## config.mk

```make
export PLATFORM = sky130hd
export DESIGN_NAME = ads8689_seq_flat
export DESIGN_NICKNAME = d
export VERILOG_FILES = /design/src/rtl/ads8689_spi_if.sv /design/src/rtl/ads8689_seq.sv /design/src/flat_wrapper.sv
export SDC_FILE = /design/constraint.sdc
export NUM_CORES = 1
export LEC_CHECK = 0
export ABC_AREA = 1
export CORE_MARGIN = 2
export CORE_UTILIZATION = 47
export CTS_BUF_LIST = sky130_fd_sc_hd__clkbuf_8
export CTS_CLUSTER_SIZE = 24
export DETAILED_ROUTE_END_ITERATION = 6
export GPL_ROUTABILITY_DRIVEN = 0
export HOLD_SLACK_MARGIN = 0.12
export PLACE_DENSITY = 0.84
export SYNTH_ARGS = -nofsm -noshare
export SYNTH_HDL_FRONTEND = slang
export SYNTH_SLANG_ARGS = --single-unit
```

## constraint.sdc

```tcl
create_clock -name clk_sys -period 1.85 [get_ports clk_sys]
set_clock_uncertainty 0.1 [all_clocks]
set_input_delay 0.2775 -clock clk_sys [delete_from_list [all_inputs] [get_ports clk_sys]]
set_output_delay 0.2775 -clock clk_sys [all_outputs]
set_load 0.1 [all_outputs]
```

## src/rtl/ads8689_spi_if.sv

```systemverilog
// Handshake between the ADS8689 sequencer and the ADSPI SPI engine.
// One trigger outstanding at a time; the engine answers each with one spi_done.
interface ads8689_spi_if;
    logic        spi_wr_trig;
    logic        spi_rd_trig;
    logic [5:0]  spi_rw_len;
    logic [31:0] spi_wr_value;
    logic [31:0] spi_rd_value;
    logic        spi_done;

    modport master (
        output spi_wr_trig,
        output spi_rd_trig,
        output spi_rw_len,
        output spi_wr_value,
        input  spi_rd_value,
        input  spi_done
    );

    modport slave (
        input  spi_wr_trig,
        input  spi_rd_trig,
        input  spi_rw_len,
        input  spi_wr_value,
        output spi_rd_value,
        output spi_done
    );
endinterface

```

## src/rtl/ads8689_seq.sv

```systemverilog
// ADS8689 channel sequencer: two config writes, then periodic conversions.
// Captures each 16-bit result and flags a missing spi_done as ad_err.
module ads8689_seq #(
    parameter logic [15:0] SMP_PERIOD = 16'd2000,
    parameter logic [15:0] TMO_CYC    = 16'd4000,
    parameter logic [7:0]  GAP_CYC    = 8'd20
) (
    input  logic          clk_sys,
    input  logic          rst_sys_n,
    input  logic          en,
    input  logic [3:0]    cfg_range,
    ads8689_spi_if.master spi,
    output logic          init_done,
    output logic [15:0]   ad_data,
    output logic          ad_valid,
    output logic          ad_err
);

    typedef enum logic [3:0] {
        IDLE, WR0, WAIT0, GAP0, WR1, WAIT1, CONV, CWAIT, PERIOD
    } state_t;

    localparam logic [31:0] W1 = {8'hD0, 8'h10, 16'h0000};

    state_t      state;
    state_t      state_nx;
    logic [15:0] per_cnt;
    logic [15:0] tmo_cnt;
    logic [7:0]  gap_cnt;
    logic [3:0]  range_q;
    logic        in_wait;
    logic        tmo_hit;

    assign in_wait = (state == WAIT0) || (state == WAIT1) || (state == CWAIT);
    // A done landing on the expiry cycle wins over the timeout
    assign tmo_hit = in_wait && (tmo_cnt == TMO_CYC - 16'd1) && !spi.spi_done;
    assign ad_err  = tmo_hit;
    assign spi.spi_rw_len = 6'd32;

    always_comb begin
        state_nx        = state;
        spi.spi_wr_trig = 1'b0;
        spi.spi_rd_trig = 1'b0;
        unique case (state)
            IDLE: if (en) state_nx = WR0;
            WR0: begin
                spi.spi_wr_trig = 1'b1;
                state_nx = WAIT0;
            end
            WAIT0: begin
                if (spi.spi_done)  state_nx = GAP0;
                else if (tmo_hit)  state_nx = IDLE;
            end
            GAP0: begin
                if (!en)                state_nx = IDLE;
                else if (gap_cnt == '0) state_nx = WR1;
            end
            WR1: begin
                spi.spi_wr_trig = 1'b1;
                state_nx = WAIT1;
            end
            WAIT1: begin
                if (spi.spi_done)  state_nx = CONV;
                else if (tmo_hit)  state_nx = IDLE;
            end
            CONV: begin
                spi.spi_rd_trig = 1'b1;
                state_nx = CWAIT;
            end
            CWAIT: begin
                if (spi.spi_done)  state_nx = PERIOD;
                else if (tmo_hit)  state_nx = IDLE;
            end
            PERIOD: begin
                if (!en)                       state_nx = IDLE;
                else if (cfg_range != range_q) state_nx = WR0;
                else if (per_cnt <= 16'd1)     state_nx = CONV;
            end
            default: state_nx = IDLE;
        endcase
    end

    always_ff @(posedge clk_sys or negedge rst_sys_n) begin
        if (!rst_sys_n) begin
            state            <= IDLE;
            per_cnt          <= '0;
            tmo_cnt          <= '0;
            gap_cnt          <= '0;
            range_q          <= '0;
            spi.spi_wr_value <= '0;
            init_done        <= 1'b0;
            ad_data          <= '0;
            ad_valid         <= 1'b0;
        end else begin
            state    <= state_nx;
            ad_valid <= (state == CWAIT) && spi.spi_done;
            if ((state == CWAIT) && spi.spi_done)
                ad_data <= spi.spi_rd_value[31:16];
            tmo_cnt <= (in_wait && state_nx == state) ? tmo_cnt + 16'd1 : '0;
            // Reload at the trigger so trigger-to-trigger is exactly SMP_PERIOD
            if (spi.spi_rd_trig || ((state == WAIT1) && spi.spi_done))
                per_cnt <= SMP_PERIOD - 16'd1;
            else if (per_cnt != '0)
                per_cnt <= per_cnt - 16'd1;
            if ((state == WAIT0) && spi.spi_done)
                gap_cnt <= GAP_CYC - 8'd1;
            else if (gap_cnt != '0)
                gap_cnt <= gap_cnt - 8'd1;
            if (state_nx == WR0) begin
                range_q          <= cfg_range;
                spi.spi_wr_value <= {8'hD0, 8'h14, 12'h000, cfg_range};
            end
            if (state_nx == WR1)
                spi.spi_wr_value <= W1;
            if ((state == WAIT1) && spi.spi_done)
                init_done <= 1'b1;
            if ((state_nx == IDLE) || (state_nx == WR0))
                init_done <= 1'b0;
        end
    end

endmodule

```

## src/flat_wrapper.sv

```systemverilog
// flat-port wrapper written by rule: the top's interface ports become plain ports
module ads8689_seq_flat 
#(
    parameter logic [15:0] SMP_PERIOD = 16'd2000,
    parameter logic [15:0] TMO_CYC    = 16'd4000,
    parameter logic [7:0]  GAP_CYC    = 8'd20
)
  (clk_sys, rst_sys_n, en, cfg_range, init_done, ad_data, ad_valid, ad_err, spi_spi_wr_trig, spi_spi_rd_trig, spi_spi_rw_len, spi_spi_wr_value, spi_spi_rd_value, spi_spi_done);
  ads8689_spi_if spi_i ();
  input  logic clk_sys;
  input  logic rst_sys_n;
  input  logic en;
  input  logic [3:0] cfg_range;
  output logic init_done;
  output logic [15:0] ad_data;
  output logic ad_valid;
  output logic ad_err;
  output wire logic [$bits(spi_i.spi_wr_trig)-1:0] spi_spi_wr_trig;
  output wire logic [$bits(spi_i.spi_rd_trig)-1:0] spi_spi_rd_trig;
  output wire logic [$bits(spi_i.spi_rw_len)-1:0] spi_spi_rw_len;
  output wire logic [$bits(spi_i.spi_wr_value)-1:0] spi_spi_wr_value;
  input wire logic [$bits(spi_i.spi_rd_value)-1:0] spi_spi_rd_value;
  input wire logic [$bits(spi_i.spi_done)-1:0] spi_spi_done;
  assign spi_spi_wr_trig = spi_i.spi_wr_trig;
  assign spi_spi_rd_trig = spi_i.spi_rd_trig;
  assign spi_spi_rw_len = spi_i.spi_rw_len;
  assign spi_spi_wr_value = spi_i.spi_wr_value;
  assign spi_i.spi_rd_value = spi_spi_rd_value;
  assign spi_i.spi_done = spi_spi_done;
  ads8689_seq #(.SMP_PERIOD(SMP_PERIOD), .TMO_CYC(TMO_CYC), .GAP_CYC(GAP_CYC)) u_core (.clk_sys(clk_sys), .rst_sys_n(rst_sys_n), .en(en), .cfg_range(cfg_range), .spi(spi_i), .init_done(init_done), .ad_data(ad_data), .ad_valid(ad_valid), .ad_err(ad_err));
endmodule
```

### Word level (Yosys, flattened, before mapping)

Cells that the tools add are included.

* $add $sub $neg: 3
* reductions and logical operators: 21
* muxes and demuxes: 22
* equal/unequal tests: 13
* $lt $le $gt $ge: 1

Operators by type and width (number)
* two-way mux 32 bit: 2
* two-way mux 16 bit: 3
* two-way mux 4 bit: 10
* one-hot mux 4 bit (9 select lines): 1
* == test 4 x 3 -> 1 bit (second input constant): 5
* adder 16 x 1 -> 16 bit (second input constant): 1
* == test 16 x 12 -> 1 bit (second input constant): 1
* <= comparator 16 x 1 -> 1 bit (second input constant): 1
* two-way mux 8 bit: 2
* nonzero test 16 bit: 1
* subtractor 16 x 1 -> 16 bit (second input constant): 1
* == test 4 x 1 -> 1 bit (second input constant): 2
* == test 4 x 2 -> 1 bit (second input constant): 2
* zero test 4 bit: 2
* zero test 8 bit: 1
* nonzero test 2 bit: 4
* nonzero test 8 bit: 1
* subtractor 8 x 1 -> 8 bit (second input constant): 1
* logical AND 1 bit: 6
* == test 4 bit: 1
* == test 4 bit (second input constant): 1
* logical OR 1 bit: 4
* two-way mux 1 bit: 4
* != test 4 bit: 1
* other kinds (2): 2

* logic and storage cells: 69
* register bits after elaboration: 98

### Longest topological paths before layout

* depth after elaboration: 11
* mapped depth: 15
* depth with buffers taken out: 14

### Worst setup path after synthesis

OpenSTA, ideal clock, no wires.

* path type: reg2out
* from: reg u_core.state[3]
* to: out spi_spi_wr_trig
* buffers on the path: 0
* required time: 1.472 ns
* setup slack: -1.382 ns
* arrival time: 2.855 ns
* stages on the path, launching flop included: 6
* cells stage by stage: dfrtp_1 inv_1 nand2_2 nor2_1 inv_1 o21ai_0

* cells in the longest elaborated chain, start to end: 3
* elaborated cells between the ends (all ways): 4
* classes of those cells: eq/ne (2); mux (1); reduce/logical (1)

Ends and longest elaborated chain
* from (decl): line ads8689_seq.sv:25 `state_t state;`
* from (signal assigned): line ads8689_seq.sv:95 `state <= state_nx;`
* == test 4 x 1 -> 1 bit or == test 4 x 3 -> 1 bit (tied branches): line ads8689_seq.sv:44 `unique case (state)`
* OR reduction 2 bit (no source line) (*)
* two-way mux 1 bit (*): line ads8689_seq.sv:44
* to (decl): line flat_wrapper.sv:18 `output wire logic [$bits(spi_i.spi_wr_trig)-1:0] spi_spi_wr_trig;`

Every way passes the cells marked *; elsewhere a longest branch is shown, timed or not.

### Worst setup path after layout

* from: reg u_core.state[1]
* to: reg u_core.range_q[3]

* cells in the longest elaborated chain, start to end: 9
* elaborated cells between the ends (all ways): 25
* classes of those cells: eq/ne (9); mux (11); reduce/logical (5)

Ends and longest elaborated chain
* == test 4 x 2 -> 1 bit or == test 4 x 3 -> 1 bit (tied branches): line ads8689_seq.sv:34, ads8689_seq.sv:44
* logical OR 1 bit (2 in series): line ads8689_seq.sv:34 `assign in_wait = (state == WAIT0) || (state == WAIT1) || (state == CWAIT);`
* logical AND 1 bit (2 in series): line ads8689_seq.sv:36 `assign tmo_hit = in_wait && (tmo_cnt == TMO_CYC - 16'd1) && !spi.spi_done;`
* two-way mux 4 bit: line ads8689_seq.sv:52, ads8689_seq.sv:64, ads8689_seq.sv:72
* two-way mux 4 bit, on equally long branches: line ads8689_seq.sv:71, ads8689_seq.sv:51, ads8689_seq.sv:63
* one-hot mux 4 bit (9 select lines) (*): line ads8689_seq.sv:44
* net u_core.state_nx[1]: line ads8689_seq.sv:26 `state_t state_nx;`
* == test 4 x 1 -> 1 bit (*): line ads8689_seq.sv:109 `if (state_nx == WR0) begin`
* to (signal assigned): line ads8689_seq.sv:110 `range_q <= cfg_range;`
* to (decl): line ads8689_seq.sv:30 `logic [3:0] range_q;`

Mark *: on every way through the listed nets, which the timed path passes. The rest lies on a longest branch.
A chain may end at the register's enable or synchronous reset.

==> qor.yml <==
critical_path:
  crit_required_ns: 2.06
  start_kind: "flip-flop"
  cp_data_arrival_time_ns: 2.44
  cp_max_fo: 4
  critPathKind: "reg -> reg"
  end_kind: "flip-flop"
route:
  ant_nets: 0
  firstDrtPassIters: 7
  vias: 4479
  drt-initial-drc-count: 407
  vias_per_cell: 5.34
  wire_per_inst_um: 16.9
  drt_wl_total_um: 14200
  drc: 2
sta:
  setup_viol: 36
  hold_violations: 0
  finalCritPeriodShare_pct: 121
  setup_slack_ns: -0.388
  maxSlewViolCount: 0
  period_minus_slack_ns: 2.24
  clock.fmax_mhz: 447
  rsz0062_at_grt: "true"
  hold-worst-slack_ns: 0.333
logic_synthesis:
  yosys_warnings: 0
  synth_cell_types: 34
  seq_area_frac_synth_pct: 42.6
  syn_area_um2: 4230
  synth_seq_cells: 72
  syn_area_per_cell_um2: 7.74
  post_synth_inst_count: 547
floorplanning:
  die_w_um: 98.9
  row_count: 34
  die_h_um: 98.9
  die-area_um2: 9780
  num_io_pins: 99
  initial_utilization_pct: 48.5
  core_um2: 8720
cells_and_area:
  final_util_pct: 75.9
  drive_above_1_share_pct: 39.3
  regArea_um2: 1800
  num-fill-cells: 526
  layout_common_cells: "nand2_1, buf_4, dfrtp_1"
  multi_input_comb_area_um2: 2360
  final_area_um2: 6620
  areaGrowthSynthToFinish_pct: 56.3
  nNetsFinal: 771
  diodes: 0
  layout_commonest_cell: "nand2_1"
clocking:
  cts_made_buffers: 9
  cts_tree: "yes"
  clk_latency_ns: 0.38
  clk_pin_slew_ns: 0.08
  cts.sinks: 72
  root_buffer: "clkbuf_8"
  htree_levels: 3
  cts_buffer_depth: 2
power_and_ir_drop:
  power_density_nw_per_um2: 1490
  vdd_drop_max_uv: 1050
  p_leak_nw: 3.28
  p_sw_w: 0.00485
  p_clk_share_pct: 13.5
  p_comb_share_pct: 62.3
  internal_power_w: 0.00502
  sw_frac_of_total_pct: 49.1
  pwr-share-seq_pct: 24.2
global_routing:
  grt_first_pass_wirelength_um: 21500
  grt_pass1_vias: 4463
  antenna_found_initial: 0
  track_usage_pct: 27.6
  overflow: 0
  grt_max_degree: 73
status:
  failed_checks: "DRC, setup timing"
  status: "finished with violations"
placed_design:
  port_buffers: 53
  placed_area_um2: 5820
  hpwlAfterDp_um: 8050
worst_hold_path:
  hold_path_class: "in -> reg"
job:
  maxCapViolCount: 0
==> synthesized netlist by cell type (all sizes together) <==
cell type	number	share of area, %
nor3	13	1.5
conb	2	0.18
buf	34	6.3
o21ai	11	1.3
nand4	15	2.2
nor4	2	0.30
a311oi	1	0.21
and2	1	0.15
nand3	28	3.7
nor2	86	10
a31oi	3	0.44
clkinv	1	0.089
inv	65	5.8
or2	4	0.59
xnor2	7	1.4
nand2	166	16
dfrtp	72	43
a21o	1	0.18
clkbuf	2	0.18
nand3b	2	0.35
ha	5	1.5
xor2	14	2.9
o21bai	1	0.18
a21oi	11	1.7
==> through the flow <==
stage / cells / total power, W / TNS, ns / setup WS (ns)
finish: 839 / 0.00987 / -10.60 / -0.388
detailed placement: 800 / 0.00741 / -12.06 / -0.443
CTS: 833 / 0.00928 / -4.61 / -0.210
global route: 839 / 0.0103 / -12.64 / -0.454
global placement: 800 / 0.00723 / -8.57 / -0.308
floorplan: 574 / 0.00538 / -0.642 / -0.0966
==> registers in the layout (all words and copies together) (netlist names) <==
register	cells
u_core.range_q	4
u_core.init_done	1
u_core.gap_cnt	8
u_core.per_cnt	16
u_core.tmo_cnt	16
u_core.ad_data	16
u_core.spi.spi_wr_value	6
u_core.state	4
u_core.ad_valid	1
==> metal layers <==
| layer | GRT usage, % | wire length (um) | part of all wire [%] |
|---|---|---|---|
| met1 | 31.6 | 5100 | 36 |
| met2 | 47.3 | 7130 | 50 |
| met3 | 7.52 | 1090 | 7.7 |
| met4 | 13.6 | 833 | 5.9 |
| met5 | 0 | 0 | 0 |
==> logic make-up (layout without fill, tap and decap cells) <==
kind of cell	Yosys count	in the layout	share of synthesized area (%)
AOI/OAI and AO/OA	28	28	3.96
xor gates and xnor gates	21	21	4.35
buffers and inverters	102	258	12.4
other	2	29	0.177
and+or+nand+nor	317	318	35.1
adders and majority gates	5	5	1.48
DFF	72	72	42.6
==> area by class of cell <==
| class | count | share of cell area [%] |
|---|---|---|
| clock buffer | 11 | 2.29 |
| clock inverter | 5 | 0.832 |
| inverter | 66 | 3.92 |
| multi-input combinational | 401 | 35.7 |
| sequential | 72 | 27.3 |
| tap | 108 | 2.04 |
| timing repair buffer | 176 | 27.9 |
==> timing repair <==
item,in CTS,in global routing
endpoints found under the hold margin,72,0
hold buffers,1,0
endpoints found under the setup margin,35,45
setup buffers,15,8
pin swaps,32,17
gates cloned,1,0
gates resized for setup,69,45
==> power by group through the flow <==
stage                     clock network, W  logic (W)  registers (W)
after global routing               0.00140    0.00643        0.00242
after CTS                          0.00134    0.00560        0.00234
after detailed placement                 0    0.00506        0.00235
after global placement                   0    0.00492        0.00232
after floorplan                          0    0.00207        0.00331
final                              0.00133    0.00615        0.00239
==> worst paths after layout <==
| check | start | to | slack, ns | cells past startpoint |
|---|---|---|---|---|
| max in group asynchronous | rst_sys_n | u_core.state[2] | 0.94 | 3 |
| min in group asynchronous | rst_sys_n | u_core.ad_data[3] | 0.35 | 3 |
| worst min register to register | u_core.range_q[0] | u_core.range_q[0] | 0.45 | 2 |
| worst max-delay path | u_core.state[1] | u_core.range_q[3] | -0.39 | 12 |
| worst max register to register | u_core.state[1] | u_core.range_q[3] | -0.39 | 12 |
| worst min-delay path | spi_spi_rd_value[22] | u_core.ad_data[6] | 0.33 | 3 |
==> critical path, stage by stage (launching register included) <==
cell and delay (ns):
dfrtp_1 0.45, inv_2 0.09, buf_4 0.16, nand3_1 0.11, nand2_1 0.15, a21oi_4 0.21, nand3_2 0.12, buf_6 0.15
nor2_4 0.18, nand2_4 0.09, nor2_4 0.17, nand2_1 0.09, nand2_1 0.08
(Power assumes the default switching activity.)
